## src/rtl/morse_digit_player.sv

```systemverilog
// morse_digit_player: plays one decimal digit (0-9) as its 5-symbol Morse code on led.
// Timing is in units of UNIT_CYCLES clock cycles: dot = 1 unit, dash = 3 units,
// intra-digit gap = 1 unit, trailing gap = 3 units.
// Optional feature macro: MORSE_PLAYER_REPEAT_EN plays the latched digit twice
// before signalling done.
module morse_digit_player #(
    parameter int unsigned UNIT_CYCLES = 12500000
) (
    input  logic       clk,
    input  logic       rst,
    input  logic       start,
    input  logic [3:0] digit,
    output logic       ready,
    output logic       led,
    output logic       done,
    output logic       err
);

    typedef enum logic [1:0] {IDLE, MARK, GAP, TAIL} state_t;

    // Reload values: the counter runs from N-1 down to 0, giving N cycles per state visit.
    localparam logic [25:0] CNT_ONE   = 26'(UNIT_CYCLES - 1);
    localparam logic [25:0] CNT_THREE = 26'(3 * UNIT_CYCLES - 1);

    state_t      state_q, state_d;
    logic [25:0] cnt_q, cnt_d;
    logic [2:0]  idx_q, idx_d;
    logic [3:0]  dig_q, dig_d;
    logic        err_d, done_d;
`ifdef MORSE_PLAYER_REPEAT_EN
    logic        pass_q, pass_d;
`endif

    // Symbol at position i of digit d: 1 = dash, 0 = dot.
    function automatic logic is_dash(input logic [3:0] d, input logic [2:0] i);
        logic [3:0] ii;
        ii = {1'b0, i};
        if (d == 4'd0) begin
            return 1'b1;
        end else if (d <= 4'd5) begin
            return (ii >= d);
        end else begin
            return (ii < (d - 4'd5));
        end
    endfunction

    function automatic logic [25:0] mark_len(input logic [3:0] d, input logic [2:0] i);
        return is_dash(d, i) ? CNT_THREE : CNT_ONE;
    endfunction

    // Next-state logic: the unit counter is reloaded on every state entry.
    always_comb begin
        state_d = state_q;
        cnt_d   = cnt_q;
        idx_d   = idx_q;
        dig_d   = dig_q;
        err_d   = 1'b0;
        done_d  = 1'b0;
`ifdef MORSE_PLAYER_REPEAT_EN
        pass_d  = pass_q;
`endif
        unique case (state_q)
            IDLE: begin
                if (start) begin
                    if (digit <= 4'd9) begin
                        dig_d   = digit;
                        idx_d   = 3'd0;
                        state_d = MARK;
                        cnt_d   = mark_len(digit, 3'd0);
`ifdef MORSE_PLAYER_REPEAT_EN
                        pass_d  = 1'b0;
`endif
                    end else begin
                        err_d = 1'b1;
                    end
                end
            end
            MARK: begin
                if (cnt_q == 26'd0) begin
                    if (idx_q == 3'd4) begin
                        state_d = TAIL;
                        cnt_d   = CNT_THREE;
                    end else begin
                        state_d = GAP;
                        cnt_d   = CNT_ONE;
                    end
                end else begin
                    cnt_d = cnt_q - 26'd1;
                end
            end
            GAP: begin
                if (cnt_q == 26'd0) begin
                    idx_d   = idx_q + 3'd1;
                    state_d = MARK;
                    cnt_d   = mark_len(dig_q, idx_q + 3'd1);
                end else begin
                    cnt_d = cnt_q - 26'd1;
                end
            end
            TAIL: begin
                if (cnt_q == 26'd0) begin
`ifdef MORSE_PLAYER_REPEAT_EN
                    if (!pass_q) begin
                        // Second pass of the same latched digit.
                        pass_d  = 1'b1;
                        idx_d   = 3'd0;
                        state_d = MARK;
                        cnt_d   = mark_len(dig_q, 3'd0);
                    end else begin
                        pass_d  = 1'b0;
                        state_d = IDLE;
                        cnt_d   = 26'd0;
                        done_d  = 1'b1;
                    end
`else
                    state_d = IDLE;
                    cnt_d   = 26'd0;
                    done_d  = 1'b1;
`endif
                end else begin
                    cnt_d = cnt_q - 26'd1;
                end
            end
            default: begin
                state_d = IDLE;
                cnt_d   = 26'd0;
            end
        endcase
    end

    // State and datapath registers.
    always_ff @(posedge clk or posedge rst) begin
        if (rst) begin
            state_q <= IDLE;
            cnt_q   <= 26'd0;
            idx_q   <= 3'd0;
            dig_q   <= 4'd0;
        end else begin
            state_q <= state_d;
            cnt_q   <= cnt_d;
            idx_q   <= idx_d;
            dig_q   <= dig_d;
        end
    end

`ifdef MORSE_PLAYER_REPEAT_EN
    // Tracks which of the two passes is playing.
    always_ff @(posedge clk or posedge rst) begin
        if (rst) begin
            pass_q <= 1'b0;
        end else begin
            pass_q <= pass_d;
        end
    end
`endif

    // Outputs registered from next state so they line up exactly with state_q.
    always_ff @(posedge clk or posedge rst) begin
        if (rst) begin
            ready <= 1'b1;
            led   <= 1'b0;
            done  <= 1'b0;
            err   <= 1'b0;
        end else begin
            ready <= (state_d == IDLE);
            led   <= (state_d == MARK);
            done  <= done_d;
            err   <= err_d;
        end
    end

endmodule

```

## config.mk

```make
export PLATFORM = sky130hd
export DESIGN_NAME = morse_digit_player
export DESIGN_NICKNAME = d
export VERILOG_FILES = /design/src/rtl/morse_digit_player.sv
export SDC_FILE = /design/constraint.sdc
export NUM_CORES = 1
export LEC_CHECK = 0
export BUFFER_PORTS_ARGS = -buffer_cell sky130_fd_sc_hd__buf_2
export CELL_PAD_IN_SITES_DETAIL_PLACEMENT = 2
export CELL_PAD_IN_SITES_GLOBAL_PLACEMENT = 2
export CORE_AREA = 2 2 85 87
export DETAILED_ROUTE_END_ITERATION = 7
export DIE_AREA = 0 0 87 89
export PLACE_DENSITY = 0.75
export SLEW_MARGIN = 20
export SYNTH_ARGS = -nofsm -noshare
export SYNTH_HDL_FRONTEND = slang
export SYNTH_SLANG_ARGS = --single-unit
```

## constraint.sdc

```tcl
create_clock -name clk -period 3 [get_ports clk]
set_clock_uncertainty 0.1 [all_clocks]
set_input_delay 0.45 -clock clk [delete_from_list [all_inputs] [get_ports clk]]
set_output_delay 0.45 -clock clk [all_outputs]
set_load 0.1 [all_outputs]
```

# Word-level counts from Yosys, hierarchy flattened
# Index checks and enable logic that the tools add are counted.
[word_totals]
ff_bits = 39
elab_cells = 70
[classes]
addsub = 4
magnitude_cmp = 7
n_eq_ne = 8
muxes = 34
n_reduce_logical = 9
[ops]
columns = ["op", "count"]
rows = [
  ["$mux W26", 8],
  ["$pmux W26 S4", 1],
  ["$logic_not A26 Y1", 1],
  ["$sub A26 B1 Y26 const B", 1],
  ["$mux W1", 15],
  ["$mux W2", 5],
  ["$mux W3", 3],
  ["$le A4 B3 Y1 const B", 2],
  ["$logic_not A4 Y1", 2],
  ["$pmux W2 S4", 1],
  ["$sub A4 B3 Y4 const B", 2],
  ["$ne A2 B2 Y1 const B", 3],
  ["$pmux W3 S2", 1],
  ["$eq A2 B1 Y1 const B", 2],
  ["$eq A2 B2 Y1 const B", 2],
  ["$ge A1 B4 Y1 const A", 1],
  ["$ge A3 B4 Y1", 1],
  ["$le A4 B4 Y1 const B", 1],
  ["$logic_not A2 Y1", 2],
  ["$lt A1 B4 Y1 const A", 1],
  ["$lt A3 B4 Y1", 1],
  ["$reduce_and A4 Y1", 1],
  ["$add A3 B1 Y3 const B", 1],
  ["$eq A3 B3 Y1 const B", 1],
  ["other kinds (3)", 3],
]

# Longest topological paths before layout
# Gate-level depths: netlist of run 1.
[depth]
ltp_word = 11
depth_mapped = 10
mapped_depth_nobuf = 10

# Worst setup path after synthesis of run 1
# Ideal clock, no wire load.
[synth_path]
path_type = "reg2reg"
from = "register idx_q[0]"
to = "register cnt_q[11]"
t_arrival_ns = 2.294
required_time_ns = 2.780
setup_slack_ns = 0.486
path_stages_with_launch = 10
path_buffers = 0
path_cell_list = "dfrtp_1 -> ha_1 -> xor2_1 -> ha_1 -> a21oi_1 -> a211o_1 -> o32ai_1 -> a211oi_1 -> a21oi_1 -> o211a_1"
[synth_via]
elab_chain_cells = 9
word_cells_on_any_way = 13
cone_classes = "add/sub: 1; order compare: 2; eq/ne: 1; mux: 9"
[synth_lines]
columns = ["item", "line_no", "rtl"]
rows = [
  ["start, declared", "27", "logic [2:0] idx_q, idx_d;"],
  ["start signal, assigned", "141", "idx_q <= idx_d;"],
  ["$add A3 B1 Y3", "95", "cnt_d = mark_len(dig_q, idx_q + 3'd1);"],
  ["$lt A3 B4 Y1 / $ge A3 B4 Y1 (equally long branches)", "43, 41", ""],
  ["$mux W1", "40", "end else if (d <= 4'd5) begin"],
  ["$mux W1", "38", "if (d == 4'd0) begin"],
  ["$mux W1", "92", "if (cnt_q == 26'd0) begin"],
  ["$mux W1", "62", "unique case (state_q)"],
  ["$mux W26", "48", "return is_dash(d, i) ? CNT_THREE : CNT_ONE;"],
  ["$mux W26", "92", ""],
  ["$pmux W26 S4 (*)", "62", ""],
  ["end signal, assigned", "140", "cnt_q <= cnt_d;"],
  ["end, declared", "26", "logic [25:0] cnt_q, cnt_d;"],
]
# Mark *: on every way between the ends. The rest lies on a longest branch, timed or not. The select of a mux whose other input is x is not followed.
# A chain may end at the register's enable or synchronous reset.

# Final worst setup path of run 1
[layout_path]
from = "register idx_q[0]"
to = "register cnt_q[17]"
# Same word-level chain as after synthesis.

==> metrics.md, run 1 <==
| Metric | Value |
|---|---|
| TritonCTS Buffers | 5 |
| Worst Setup Path Type | register to register |
| Outcome | finished clean |
| H-Tree Level Count | 2 |
| Register-to-Register Setup Slack | 0.39 ns |
| Synth area leaders | sky130_fd_sc_hd__dfrtp_1 (38%), sky130_fd_sc_hd__o21ai_0 (7.0%), sky130_fd_sc_hd__ha_1 (6.0%), sky130_fd_sc_hd__nand2_1 (4.8%), sky130_fd_sc_hd__a21oi_1 (3.6%) |
| Total negative slack | 0 ns |
| Headroom to the max-slew limit | 62.2% |
| GRT Residual Overflow | 0 |
| Top cell type by total area after synthesis | sky130_fd_sc_hd__dfrtp_1 |
| Die Y | 89 µm |
| Layout overhead on the synthesized area | 11.1% |
| Maximum fanout along the worst path | 6 |
| Count of flip-flops with a built-in enable after synthesis | 0 |
| Crit path launch type | register |
| Cell Count, Final, Fillers Out | 392 |
| Number of nets in the synthesized netlist | about 310 |
| Top-Level Pins | 11 |
| Pre-Repair DR Iteration Count | 4 |
| Final routed wirelength across all metal layers | 8130 µm |
| R2r worst-path depth | 10 |
| Synth top area share | 38.1% |
| Global placement routability congestion | 0.860 |
| Netlist area before placement | 2490 µm² |
| TritonCTS clock tree | built |
| Antenna violations before repair | 0 |
| Area of the die | 7740 µm² |
| Number of nets with antenna violations after routing | 0 |
| Launching point of the worst reg2reg path | idx_q[0] |
| Post-DP HPWL | 5890 µm |
| Worst-skew pair later-pin latency | 0.29 ns |
| First DRT Iteration DRCs | 96 |
| Fraction of layout instances using a drive strength above 1 | a little under an eighth |
| Setup Fix Bufs, Post-CTS | 0 |
| Number of instances in the placed design | 384 |
| Flop and latch count out of synthesis | 39 |
| Final Hold Viols | 0 |
| Clock Pin Slew Worst Setup and Hold Paths | 0.09 ns |
| Via/cell ratio | 6.07 |
| Sink Count | 39 |
| Initial core utilization | 37.1% |
| Total vias in the final route | around 2400 |
| Worst Path Arrival | 2.72 ns |
| Diode insertion count for antenna repair | 0 |
| Transition at the pin with the smallest max-transition slack | 0.561 ns |
| Via count of the first global-routing pass | about 2500 |
| Power per standard cell area | approximately 340 nW/µm² |
| Mapped Cells | 295 |
| Clock root cell | sky130_fd_sc_hd__clkbuf_8 |
| CP endpoint kind | register |
| RR Endpoint | cnt_q[17] |
| Total global routing track utilization | between 20 and 25% |
| Die extent in x | 87 µm |
| Largest net degree at the start of global routing | 40 |
| Part of the cycle the worst path needs | a little under 90% |
| Total number of nets in the final design | 330 |
| Synth async-reset ratio | 100% |
| Count of final setup violators | 0 |
| Wire length of the first global-routing pass | between 10000 and 15000 µm |
| Minimum clock period after layout | 2.61 ns |
| Average wire length per cell after detail routing | 20.7 µm |
| Setup repair after global routing missed its margin | no |
| Worst Path Required | 3.11 ns |
| PostCTS Resize Cnt | 0 |
| Worst IR drop on VDD | roughly 0.11 mV |
| DRC | 0 |
| Synth unique cells | 52 |
| Reported max-cap violation count | 0 |
| Post-cts hold buffer count | 0 |
| Average footprint of a synthesized cell | 8.45 µm² |
| Cell row count | 30 |
| Hold WC Path Type | input port to asynchronous set/reset pin |
| Sequential-to-total area share from yosys stat | 39.2% |
| Core Area | 6720 µm² |
| Maximum buffer depth of the clock tree | 2 |
| Smallest hold slack | around 0.17 ns |
| Tot Pwr | 0.929 mW |
| Total count of max-transition violations in the final report | 0 |
| Leakage component of the power | 1.16 nW |
| Peak clock frequency supported by timing | 383 MHz |
| Core utilization of the finished layout | 41.2% |
| Buffers on Ports | 10 |
| Count of synthesis-stage warnings from yosys | 0 |
| Top FF cell, synth | sky130_fd_sc_hd__dfrtp_1 |
==> synth_stat cells, types with 2 or more instances <==
| library cell | count |
|---|---|
| sky130_fd_sc_hd__nor2_1 | 15 |
| sky130_fd_sc_hd__or4_1 | 2 |
| sky130_fd_sc_hd__nand2_1 | 32 |
| sky130_fd_sc_hd__or3_1 | 5 |
| sky130_fd_sc_hd__and2_1 | 2 |
| sky130_fd_sc_hd__nor3b_1 | 2 |
| sky130_fd_sc_hd__nand2b_1 | 2 |
| sky130_fd_sc_hd__a311oi_1 | 3 |
| sky130_fd_sc_hd__inv_1 | 13 |
| sky130_fd_sc_hd__ha_1 | 12 |
| sky130_fd_sc_hd__a21o_1 | 2 |
| sky130_fd_sc_hd__buf_2 | 2 |
| sky130_fd_sc_hd__o31ai_1 | 4 |
| sky130_fd_sc_hd__nand3b_1 | 3 |
| sky130_fd_sc_hd__dfrtp_1 | 38 |
| sky130_fd_sc_hd__a211oi_1 | 5 |
| sky130_fd_sc_hd__o21ai_0 | 35 |
| sky130_fd_sc_hd__nand4_1 | 5 |
| sky130_fd_sc_hd__a211o_1 | 4 |
| sky130_fd_sc_hd__o221ai_1 | 2 |
| sky130_fd_sc_hd__xor2_1 | 3 |
| sky130_fd_sc_hd__a2bb2oi_1 | 2 |
| sky130_fd_sc_hd__clkbuf_1 | 12 |
| sky130_fd_sc_hd__o41ai_1 | 3 |
| sky130_fd_sc_hd__nand3_1 | 9 |
| sky130_fd_sc_hd__and3_1 | 5 |
| sky130_fd_sc_hd__nor3_1 | 15 |
| sky130_fd_sc_hd__nor4_1 | 14 |
| sky130_fd_sc_hd__o21a_1 | 2 |
| sky130_fd_sc_hd__a21oi_1 | 18 |
| sky130_fd_sc_hd__mux2i_1 | 2 |
| sky130_fd_sc_hd__a31o_2 | 2 |
==> routing by layer <==
| metal | vias to the layer above | wire (µm) | track usage, % |
|---|---|---|---|
| li1 | 1131 | - | - |
| met1 | 1217 | 4070 | 33.0 |
| met2 | 28 | 3830 | 35.3 |
| met3 | 5 | 166 | 2.31 |
| met4 | 0 | 55 | 4.40 |
| met5 | - | 0 | 0 |
==> worst max-delay path, stage by stage, from the launching register on <==
cell	delay [ns]
sky130_fd_sc_hd__dfrtp_1	0.45
sky130_fd_sc_hd__ha_1	0.26
sky130_fd_sc_hd__xor2_1	0.24
sky130_fd_sc_hd__ha_1	0.27
sky130_fd_sc_hd__o21ai_0	0.07
sky130_fd_sc_hd__o221ai_1	0.16
sky130_fd_sc_hd__o32ai_1	0.38
sky130_fd_sc_hd__a211oi_1	0.14
sky130_fd_sc_hd__buf_4	0.18
sky130_fd_sc_hd__a21oi_1	0.12
sky130_fd_sc_hd__a2bb2oi_1	0.16
==> placed cells by master, fill, tap and decap left out, types with 3 or more instances in the layout <==
master,synthesis,layout
sky130_fd_sc_hd__a211o_1,4,4
sky130_fd_sc_hd__a211oi_1,5,5
sky130_fd_sc_hd__a21oi_1,18,18
sky130_fd_sc_hd__a311oi_1,3,3
sky130_fd_sc_hd__and3_1,5,5
sky130_fd_sc_hd__buf_2,2,10
sky130_fd_sc_hd__buf_4,0,14
sky130_fd_sc_hd__clkbuf_8,0,5
sky130_fd_sc_hd__dfrtp_1,38,38
sky130_fd_sc_hd__ha_1,12,12
sky130_fd_sc_hd__inv_1,13,12
sky130_fd_sc_hd__nand2_1,32,32
sky130_fd_sc_hd__nand3_1,9,9
sky130_fd_sc_hd__nand3b_1,3,3
sky130_fd_sc_hd__nand4_1,5,5
sky130_fd_sc_hd__nor2_1,15,15
sky130_fd_sc_hd__nor3_1,15,15
sky130_fd_sc_hd__nor4_1,14,14
sky130_fd_sc_hd__o21ai_0,35,35
sky130_fd_sc_hd__o31ai_1,4,4
sky130_fd_sc_hd__o41ai_1,3,3
sky130_fd_sc_hd__or3_1,5,5
sky130_fd_sc_hd__xor2_1,3,3
==> logic make-up (layout without fill, tap and decap cells) <==
group                    Yosys count  count (layout)  synth area share (%)
AO/OA/AOI/OAI                     94              94                  24.2
multiplexers                       2               2                 0.803
buffers and inverters             28              45                  4.31
adder cells (fa/ha/maj)           12              12                  6.02
AND/OR/NAND/NOR                  117             117                  24.4
flip-flops                        39              39                  39.2
XOR/XNOR                           3               3                  1.05
==> cell type report <==
type | instances | area (µm²)
multi-input cells | 228 | 1410
fillers | 770 | 3950
clock inverters | 1 | 5.00
clock buffers | 7 | 76.3
flip-flops and latches | 39 | 977
well taps | 80 | 100
inverters | 13 | 48.8
repair buffers | 24 | 155
==> where the power goes <==
| part | switching, mW | internal, mW |
|---|---|---|
| clock network | 0.195 | 0.164 |
| logic | 0.0225 | 0.0111 |
| registers | 0.00667 | 0.529 |
| total | 0.225 | 0.704 |
==> metrics by stage <==
stage / area [µm²] / worst slack [ns]
after floorplan: 2490 / 0.486
after global placement: 2690 / 0.421
after detailed placement: 2690 / 0.397
after CTS: 2770 / 0.356
after global routing: 2770 / 0.128
final: 2770 / 0.389
==> state kept, by name (all words and copies together), names as in the netlist <==
register / cells
err: 1
ready: 1
state_q: 2
done: 1
cnt_q: 26
led: 1
dig_q: 4
idx_q: 3
==> worst max path at each step <==
stage	from	endpoint	slack, ns	cells after the start
after global placement	idx_q[0]	cnt_q[23]	0.42	10
after floorplan	idx_q[0]	cnt_q[11]	0.49	9
final	idx_q[0]	cnt_q[17]	0.39	10
after global routing	idx_q[0]	cnt_q[23]	0.13	10
after CTS	idx_q[0]	cnt_q[23]	0.36	10
after detailed placement	idx_q[0]	cnt_q[23]	0.40	10
Note: power is estimated with default switching activity, not from simulation.
==> run 2, diff against run 1 <==
Settings changed: ABC_AREA set to 1, CORE_AREA 2 2 85 87 to 2 2 91 93, DIE_AREA 0 0 87 89 to 0 0 93 95, PLACE_DENSITY 0.75 to 0.76.
==> run 2 against run 1 <==
  * Register-to-register slack improved by 0.38 ns
  * Flip-flop and latch count unchanged
  * Highest routed layer unchanged
  * Synthesized cell count increased by 32%
  * Design area increased by 7.8%
  * Sequential share of layout area decreased by 2.6 points
  * Worst setup slack improved by 0.38 ns
  * Worst hold slack improved by 0.0073 ns
  * Sequential power about the same
  * Largest power group unchanged
  * Core utilization decreased by 3.6 points
  * Largest cell class unchanged
  * Critical endpoint unchanged
  * Global-route usage increased by 0.14 points
  * Die area increased by 14%
  * Maximum frequency increased by 17%
==> metrics.md, run 2 <==
| Metric | Value |
|---|---|
| Pre-Repair DR Iteration Count | 4 |
| Transition at the pin with the smallest max-transition slack | 0.565 ns |
| Pre-CTS WS | 0.748 ns |
| Leading cell type in the layout, fill and taps excluded | sky130_fd_sc_hd__nand2_1 |
| Die Y | 95 µm |
| Fraction of layout instances using a drive strength above 1 | 10.1% |
| Top FF cell, synth | sky130_fd_sc_hd__dfrtp_1 |
| Via count of the first global-routing pass | 2967 |
| Non-Filler Cell Area, Final | 2990 µm² |
| Die extent in x | just over 90 µm |
| Buffers on Ports | 10 |
| Most numerous cell in the Yosys netlist | sky130_fd_sc_hd__nand2_1 |
| Leakage component of the power | 1.50 nW |
| Final routed wirelength across all metal layers | 8750 µm |
| Net switching component of the power | 0.256 mW |
| Register name with the most flops | cnt_q |
| Via/cell ratio | 5.12 |
| Headroom to the max-slew limit | just over 60% |
| Synth cell count leaders | sky130_fd_sc_hd__nand2_1 (98), sky130_fd_sc_hd__nor2_1 (54), sky130_fd_sc_hd__inv_1 (50) |
| Worst-skew pair later-pin latency | 0.30 ns |
| Global placement routability congestion | 0.786 |
| Cell Count, Final, Fillers Out | 511 |
| Peak clock frequency supported by timing | 449 MHz |
| Cell chain of the critical path | inv_1 > ha_1 > ha_1 > nand2_1 > nand2_1 > nand2_1 > nand2_1 > nand2_1 > nand2_1 > nand2_1 > nand2_1 > nand3_1 > nand3_1 > nor2_1 > nor2_1 |
| Average wire length per cell after detail routing | between 15 and 20 µm |
| Core Area | between 7000 and 8000 µm² |
| Total negative slack | 0 ns |
| Final Hold Viols | 0 |
| Number of nets with antenna violations after routing | 0 |
| Sequential group share of total power | about 55% |
| Synth unique cells | 28 |
| Final worst slack | between 0.7 and 0.8 ns |
| Flip-flop count of the largest register, all copies and words added | 26 |
| Clock Pin Slew Worst Setup and Hold Paths | 0.08 ns |
| Synth async-reset ratio | 100% |
| Tot Pwr | about 0.98 mW |
| Part of the cycle the worst path needs | 74.2% |
| H-Tree Level Count | 2 |
| Setup Fix Bufs, Post-CTS | 0 |
| Netlist area before placement | around 2700 µm² |
| Worst Setup Path Type | register to register |
| Clock root cell | sky130_fd_sc_hd__clkbuf_8 |
| Antenna violations before repair | 0 |
| Cell repeated most along the worst path | sky130_fd_sc_hd__nand2_1 |
| Wire length of the first global-routing pass | between 15000 and 20000 µm |
| Number of instances in the placed design | 503 |
| PostCTS Resize Cnt | 0 |
| Total vias in the final route | 2615 |
| Core utilization of the finished layout | 37.7% |
| Largest net degree at the start of global routing | 40 |
| Regs by FF count | cnt_q: 26 flops, dig_q: 4 flops, idx_q: 3 flops |
| Cell row count | 33 |
| Share of power burned in combinational logic | 7.9% |
| Total global routing track utilization | 22.4% |
| Flop and latch count out of synthesis | 39 |
| CP endpoint kind | register |
| Total number of nets in the final design | 424 |
| Layout overhead on the synthesized area | 8.99% |
| Worst Path Arrival | approximately 2.3 ns |
| Post-DP HPWL | 6780 µm |
| Crit path launch type | register |
| Synth area leaders | sky130_fd_sc_hd__dfrtp_1 (35%), sky130_fd_sc_hd__nand2_1 (13%), sky130_fd_sc_hd__nor2_1 (7.4%), sky130_fd_sc_hd__inv_1 (6.8%), sky130_fd_sc_hd__ha_1 (5.5%) |
| Smallest hold slack | around 0.18 ns |
| Total count of max-transition violations in the final report | 0 |
| Minimum clock period after layout | 2.23 ns |
| Maximum fanout along the worst path | 6 |
| Outcome | finished clean |
| R2r worst-path depth | 15 |
| Diode insertion count for antenna repair | 0 |
| Sequential-to-total area share from yosys stat | 35.6% |
| TritonCTS clock tree | built |
| Reported max-cap violation count | 0 |
| Maximum buffer depth of the clock tree | 2 |
| Part of the total power dissipated in the clock network | 37.2% |
| Top-Level Pins | 11 |
| Sw frac | 26.2% |
| Setup repair after global routing missed its margin | no |
| Area of the die | ~8800 µm² |
| Initial core utilization | 34.6% |
| Crit path largest cell delay | 0.44 ns |
| Worst IR drop on VDD | 0.145 mV |
| Worst Path Required | 3.10 ns |
| Mapped Cells | between 300 and 400 |
| Post-cts hold buffer count | 0 |
| Placed Area | 2910 µm² |
| Hold WC Path Type | input port to asynchronous set/reset pin |
| Top cell type by total area after synthesis | sky130_fd_sc_hd__dfrtp_1 |
| Average footprint of a synthesized cell | 7.03 µm² |
| CP max-delay cell | sky130_fd_sc_hd__dfrtp_1 |
| Count of synthesis-stage warnings from yosys | 0 |
| Most frequent cells in the layout | sky130_fd_sc_hd__nand2_1 (98), sky130_fd_sc_hd__nor2_1 (54), sky130_fd_sc_hd__inv_1 (49), sky130_fd_sc_hd__dfrtp_1 (38), sky130_fd_sc_hd__nand3_1 (30) |
| Design internal power | 0.724 mW |
| Synth top area share | a little over a third |
| Count of final setup violators | 0 |
| GRT Residual Overflow | 0 |
| Number of fillers in the final layout | between 1000 and 1500 |
| DRC | 0 |
| Count of flip-flops with a built-in enable after synthesis | 0 |
| TritonCTS Buffers | 5 |
| Power per standard cell area | 328 nW/µm² |
| Sink Count | 39 |
| Number of nets in the synthesized netlist | 409 |
| First DRT Iteration DRCs | 65 |
==> run 2: critical path: cells and delay by family (launching register included) <==
kind	cells	cell delay [ns]
flops	1	0.44
buf+inv	1	0.07
fa+ha+maj	2	0.65
simple gates	12	0.87
==> run 2: final timing paths <==
| check | start | to | slack [ns] |
|---|---|---|---|
| min in group clk | start | err | 0.28 |
| setup / recovery | idx_q[0] | cnt_q[17] | 0.77 |
| setup reg to reg | idx_q[0] | cnt_q[17] | 0.77 |
| hold reg to reg | idx_q[1] | idx_q[1] | 0.44 |
| max in group asynchronous | rst | ready | 2.24 |
| hold / removal | rst | dig_q[0] | 0.18 |
==> run 2: cell type report <==
| cell class | instances | area, µm² | share of cell area, % |
|---|---|---|---|
| multi-input combinational | 292 | 1530 | 51.1 |
| inverter | 55 | 208 | 6.95 |
| clock buffer | 8 | 80.1 | 2.68 |
| sequential | 39 | 977 | 32.7 |
| timing repair buffer | 12 | 65.1 | 2.18 |
| tap | 105 | 131 | 4.40 |
==> run 2: cell families (layout without fill, tap and decap cells) <==
kind of cell    Yosys count  after routing  share of synthesized area [%]
buf+inv                  59             75                           8.67
flops                    39             39                           35.6
simple gates            214            214                           35.5
compound gates           51             51                           9.95
fa+ha+maj                12             12                           5.48
xor+xnor                 15             15                           4.79
==> run 2: per-layer routing <==
| layer | up-vias | track usage [%] | part of all wire, % |
|---|---|---|---|
| met5 | - | 0 | 0 |
| met4 | 0 | 6.13 | 1.6 |
| met3 | 12 | 3.11 | 2.5 |
| met2 | 29 | 40.2 | 50 |
| met1 | 1294 | 28.1 | 46 |
| li1 | 1280 | - | - |
==> run 2: power groups by stage <==
stage | Sequential (mW) | Combinational [mW] | Clock, mW
final | 0.538 | 0.0773 | 0.364
after global routing | 0.540 | 0.0926 | 0.397
after CTS | 0.539 | 0.0797 | 0.383
after detailed placement | 0.549 | 0.0795 | 0
after global placement | 0.549 | 0.0743 | 0
after floorplan | 0.547 | 0.0527 | 0
==> run 3, diff against run 2 <==
Settings changed: ABC_AREA 1 to 0, CORE_AREA 2 2 91 93 to 2 2 85 87, DIE_AREA 0 0 93 95 to 0 0 87 89, PLACE_DENSITY 0.76 to 0.75.
Clock period 3 ns to 2.1 ns, I/O delays scaled along.
==> run 3 against run 2 <==
  * The run now fails in 4_1_cts
  * Synthesized cell count is 24% lower
  * Synthesized area fell by 9.0%
==> metrics.md, run 3 <==
| Metric | Value |
|---|---|
| TritonCTS Buffers | 5 |
| Synth area leaders | sky130_fd_sc_hd__dfrtp_1 (38%), sky130_fd_sc_hd__o21ai_0 (7.0%), sky130_fd_sc_hd__ha_1 (6.0%), sky130_fd_sc_hd__nand2_1 (4.8%), sky130_fd_sc_hd__a21oi_1 (3.6%) |
| Pre-CTS WS | -0.429 ns |
| Placed Area | ~3300 µm² |
| Number of nets in the synthesized netlist | 314 |
| Top cell type by total area after synthesis | sky130_fd_sc_hd__dfrtp_1 |
| Most numerous cell in the Yosys netlist | sky130_fd_sc_hd__dfrtp_1 |
| Average footprint of a synthesized cell | 8.45 µm² |
| Sink Count | 39 |
| Count of flip-flops with a built-in enable after synthesis | 0 |
| Die extent in x | 87 µm |
| Setup Fix Bufs, Post-CTS | 25 |
| Top FF cell, synth | sky130_fd_sc_hd__dfrtp_1 |
| Initial core utilization | 37.1% |
| Post-DP HPWL | 8380 µm |
| Flop and latch count out of synthesis | 39 |
| Error text reported by the tool | [ERROR DPL-0033] detailed placement checks failed during check placement. |
| Global placement routability congestion | 0.813 |
| Outcome | stopped before the end |
| H-Tree Level Count | 2 |
| PostCTS Resize Cnt | 109 |
| Sequential-to-total area share from yosys stat | 39.2% |
| Cell row count | 30 |
| Synth cell count leaders | sky130_fd_sc_hd__dfrtp_1 (38), sky130_fd_sc_hd__o21ai_0 (35), sky130_fd_sc_hd__nand2_1 (32) |
| Top-Level Pins | 11 |
| Stage reached | 4_1_cts |
| Synth top area share | 38.1% |
| Synth async-reset ratio | 100% |
| Netlist area before placement | roughly 2500 µm² |
| Clock root cell | sky130_fd_sc_hd__clkbuf_8 |
| Mapped Cells | 295 |
| Buffers on Ports | 10 |
| Maximum buffer depth of the clock tree | 2 |
| Die Y | 89 µm |
| Count of synthesis-stage warnings from yosys | 0 |
| Post-cts hold buffer count | 0 |
| Synth unique cells | 52 |
[run 3: logic make-up after synthesis]
family                   synth area share [%]
AO/OA/AOI/OAI                            24.2
XOR/XNOR                                 1.05
adder cells (fa/ha/maj)                  6.02
buffers and inverters                    4.31
flip-flops                               39.2
multiplexers                            0.803
AND/OR/NAND/NOR                          24.4
[run 3: metrics by stage]
stage,utilization (%),std cells
after detailed placement,49.6,459
after global placement,49.6,459
after floorplan,-,295
==> run 4, diff against run 3 <==
Settings changed: CELL_PAD_IN_SITES_DETAIL_PLACEMENT 2 to unset, CELL_PAD_IN_SITES_GLOBAL_PLACEMENT 2 to unset, CORE_AREA 2 2 85 87 to 2 2 82 84, DIE_AREA 0 0 87 89 to 0 0 84 86, PLACE_DENSITY 0.75 to unset, PLACE_DENSITY_LB_ADDON set to 0.15.
==> run 4 against run 3 <==
  * The flow now finishes, with violations (setup timing)
==> metrics.md, run 4 (synthesis gave the netlist of run 1 again) <==
| Metric | Value |
|---|---|
| Outcome | finished with violations |
| Violations in the final reports | setup timing |
| Count of final setup violators | 19 |
| Die extent in x | 84 µm |
| Largest net degree at the start of global routing | 21 |
| Power per standard cell area | approximately 340 nW/µm² |
| Fraction of layout instances using a drive strength above 1 | 50.0% |
| Core Area | 6280 µm² |
| H-Tree Level Count | 2 |
| TritonCTS Buffers | 5 |
| TritonCTS clock tree | built |
| Core utilization of the finished layout | 66.5% |
| Final Hold Viols | 0 |
| DRC | 0 |
| Final routed wirelength across all metal layers | 8470 µm |
| Worst Path Arrival | approximately 2.5 ns |
| Total count of max-transition violations in the final report | 0 |
| Regs by FF count | cnt_q: 26 flops, dig_q: 4 flops, idx_q: 3 flops |
| Number of fillers in the final layout | 474 |
| Post-DP HPWL | 5460 µm |
| Clock root cell | sky130_fd_sc_hd__clkbuf_8 |
| Setup repair after global routing missed its margin | yes |
| Wire length of the first global-routing pass | 13200 µm |
| Pre-CTS WS | -0.344 ns |
| Peak clock frequency supported by timing | 417 MHz |
| Cell row count | 29 |
| Hold WC Path Type | input port to register |
| Cell Count, Final, Fillers Out | about 500 |
| Total vias in the final route | 2837 |
| CP endpoint kind | register |
| Layout overhead on the synthesized area | 67.3% |
| Non-Filler Cell Area, Final | 4170 µm² |
| Buffers on Ports | 10 |
| Leading cell type in the layout, fill and taps excluded | sky130_fd_sc_hd__buf_4 |
| Smallest hold slack | between 0.15 and 0.2 ns |
| Top-Level Pins | 11 |
| Part of the cycle the worst path needs | 114% |
| Number of nets with antenna violations after routing | 0 |
| Most frequent cells in the layout | sky130_fd_sc_hd__buf_4 (99), sky130_fd_sc_hd__dfrtp_1 (38), sky130_fd_sc_hd__nand2_1 (31), sky130_fd_sc_hd__buf_6 (16) |
| Global placement routability congestion | between 0.8 and 0.9 |
| Die Y | 86 µm |
| Antenna violations before repair | 0 |
| Total number of nets in the final design | 436 |
| Reported max-cap violation count | 0 |
| Worst Setup Path Type | register to register |
| Initial core utilization | between 30% and 40% |
| Transition at the pin with the smallest max-transition slack | 0.582 ns |
| Sink Count | 39 |
| Area of the die | 7220 µm² |
| Clock Pin Slew Worst Setup and Hold Paths | roughly 0.08 ns |
| Via count of the first global-routing pass | 2711 |
| Worst Path Required | between 2 and 2.5 ns |
| Multi-input logic area | around 1900 µm² |
| GRT Residual Overflow | 0 |
| Crit path launch type | register |
| Maximum buffer depth of the clock tree | 2 |
| First DRT Iteration DRCs | 314 |
| Worst IR drop on VDD | 0.252 mV |
| Pre-Repair DR Iteration Count | 5 |
| Headroom to the max-slew limit | 61.1% |
| Final worst slack | -0.298 ns |
| Maximum fanout along the worst path | 4 |
| Diode insertion count for antenna repair | 0 |
| Minimum clock period after layout | about 2.4 ns |
| Flip-flop count of the largest register, all copies and words added | 26 |
| Total global routing track utilization | 22.8% |
| Worst-skew pair later-pin latency | about 0.30 ns |
| Leakage component of the power | 1.85 nW |
| Average wire length per cell after detail routing | ~17 µm |
| Number of instances in the placed design | 452 |
| Placed Area | around 3300 µm² |
| FF+latch area | 977 µm² |
| Via/cell ratio | 5.73 |
| Register name with the most flops | cnt_q |
## run 4: final timing paths
| kind | from | end | slack, ns | cells after the start |
|---|---|---|---|---|
| min in group asynchronous | rst | err | 0.51 | 3 |
| min reg2reg | cnt_q[14] | cnt_q[14] | 0.43 | 2 |
| max reg2reg | idx_q[0] | cnt_q[11] | -0.30 | 10 |
| max | idx_q[0] | cnt_q[11] | -0.30 | 10 |
| max in group asynchronous | rst | cnt_q[15] | 0.85 | 4 |
| min | digit[0] | dig_q[0] | 0.18 | 3 |
## run 4: where the power goes
part           switching, mW  internal [mW]  total [mW]
sequential           0.00478          0.756       0.761
combinational         0.0400         0.0294      0.0693
clock                  0.287          0.300       0.587
total                  0.332           1.09        1.42
## run 4: stage by stage
step | total power [mW] | TNS, ns
final | 1.42 | -2.29
after global routing | 1.47 | -5.02
after floorplan | 0.803 | -1.43
after global placement | 0.840 | -2.41
after CTS | 1.42 | -1.74
after detailed placement | 0.841 | -3.06
## run 4: metal layers
layer | wire [µm] | global-route usage [%] | up-vias
li1 | - | - | 1353
met2 | 4050 | 37.1 | 79
met1 | 3880 | 31.4 | 1392
met3 | 417 | 4.33 | 13
met4 | 119 | 5.72 | 0
met5 | 0 | 0 | -
## run 4: layout make-up
| type | instances | area share (%) |
|---|---|---|
| clock buffers | 8 | 2.40 |
| repair buffers | 130 | 25.6 |
| well taps | 77 | 2.31 |
| inverters | 13 | 1.23 |
| flip-flops and latches | 39 | 23.4 |
| multi-input cells | 228 | 45.0 |
## run 4: critical path: stages, from the launching register on
cell and delay, ns:
sky130_fd_sc_hd__dfrtp_1 0.41, sky130_fd_sc_hd__buf_4 0.14, sky130_fd_sc_hd__buf_4 0.13, sky130_fd_sc_hd__ha_1 0.29, sky130_fd_sc_hd__and3b_1 0.19, sky130_fd_sc_hd__o221ai_2 0.21, sky130_fd_sc_hd__o32ai_4 0.13, sky130_fd_sc_hd__a211oi_2 0.25
sky130_fd_sc_hd__buf_4 0.18, sky130_fd_sc_hd__nand4_1 0.11, sky130_fd_sc_hd__o211a_1 0.13
## run 4: what timing repair did
action                     in CTS  in global routing
setup buffers                  15                 18
hold buffers                    1                  0
cloned                          0                  1
setup endpoints to repair      29                 29
gates resized for setup        41                 64
hold endpoints to repair        6                  0
pin swaps                      23                 42
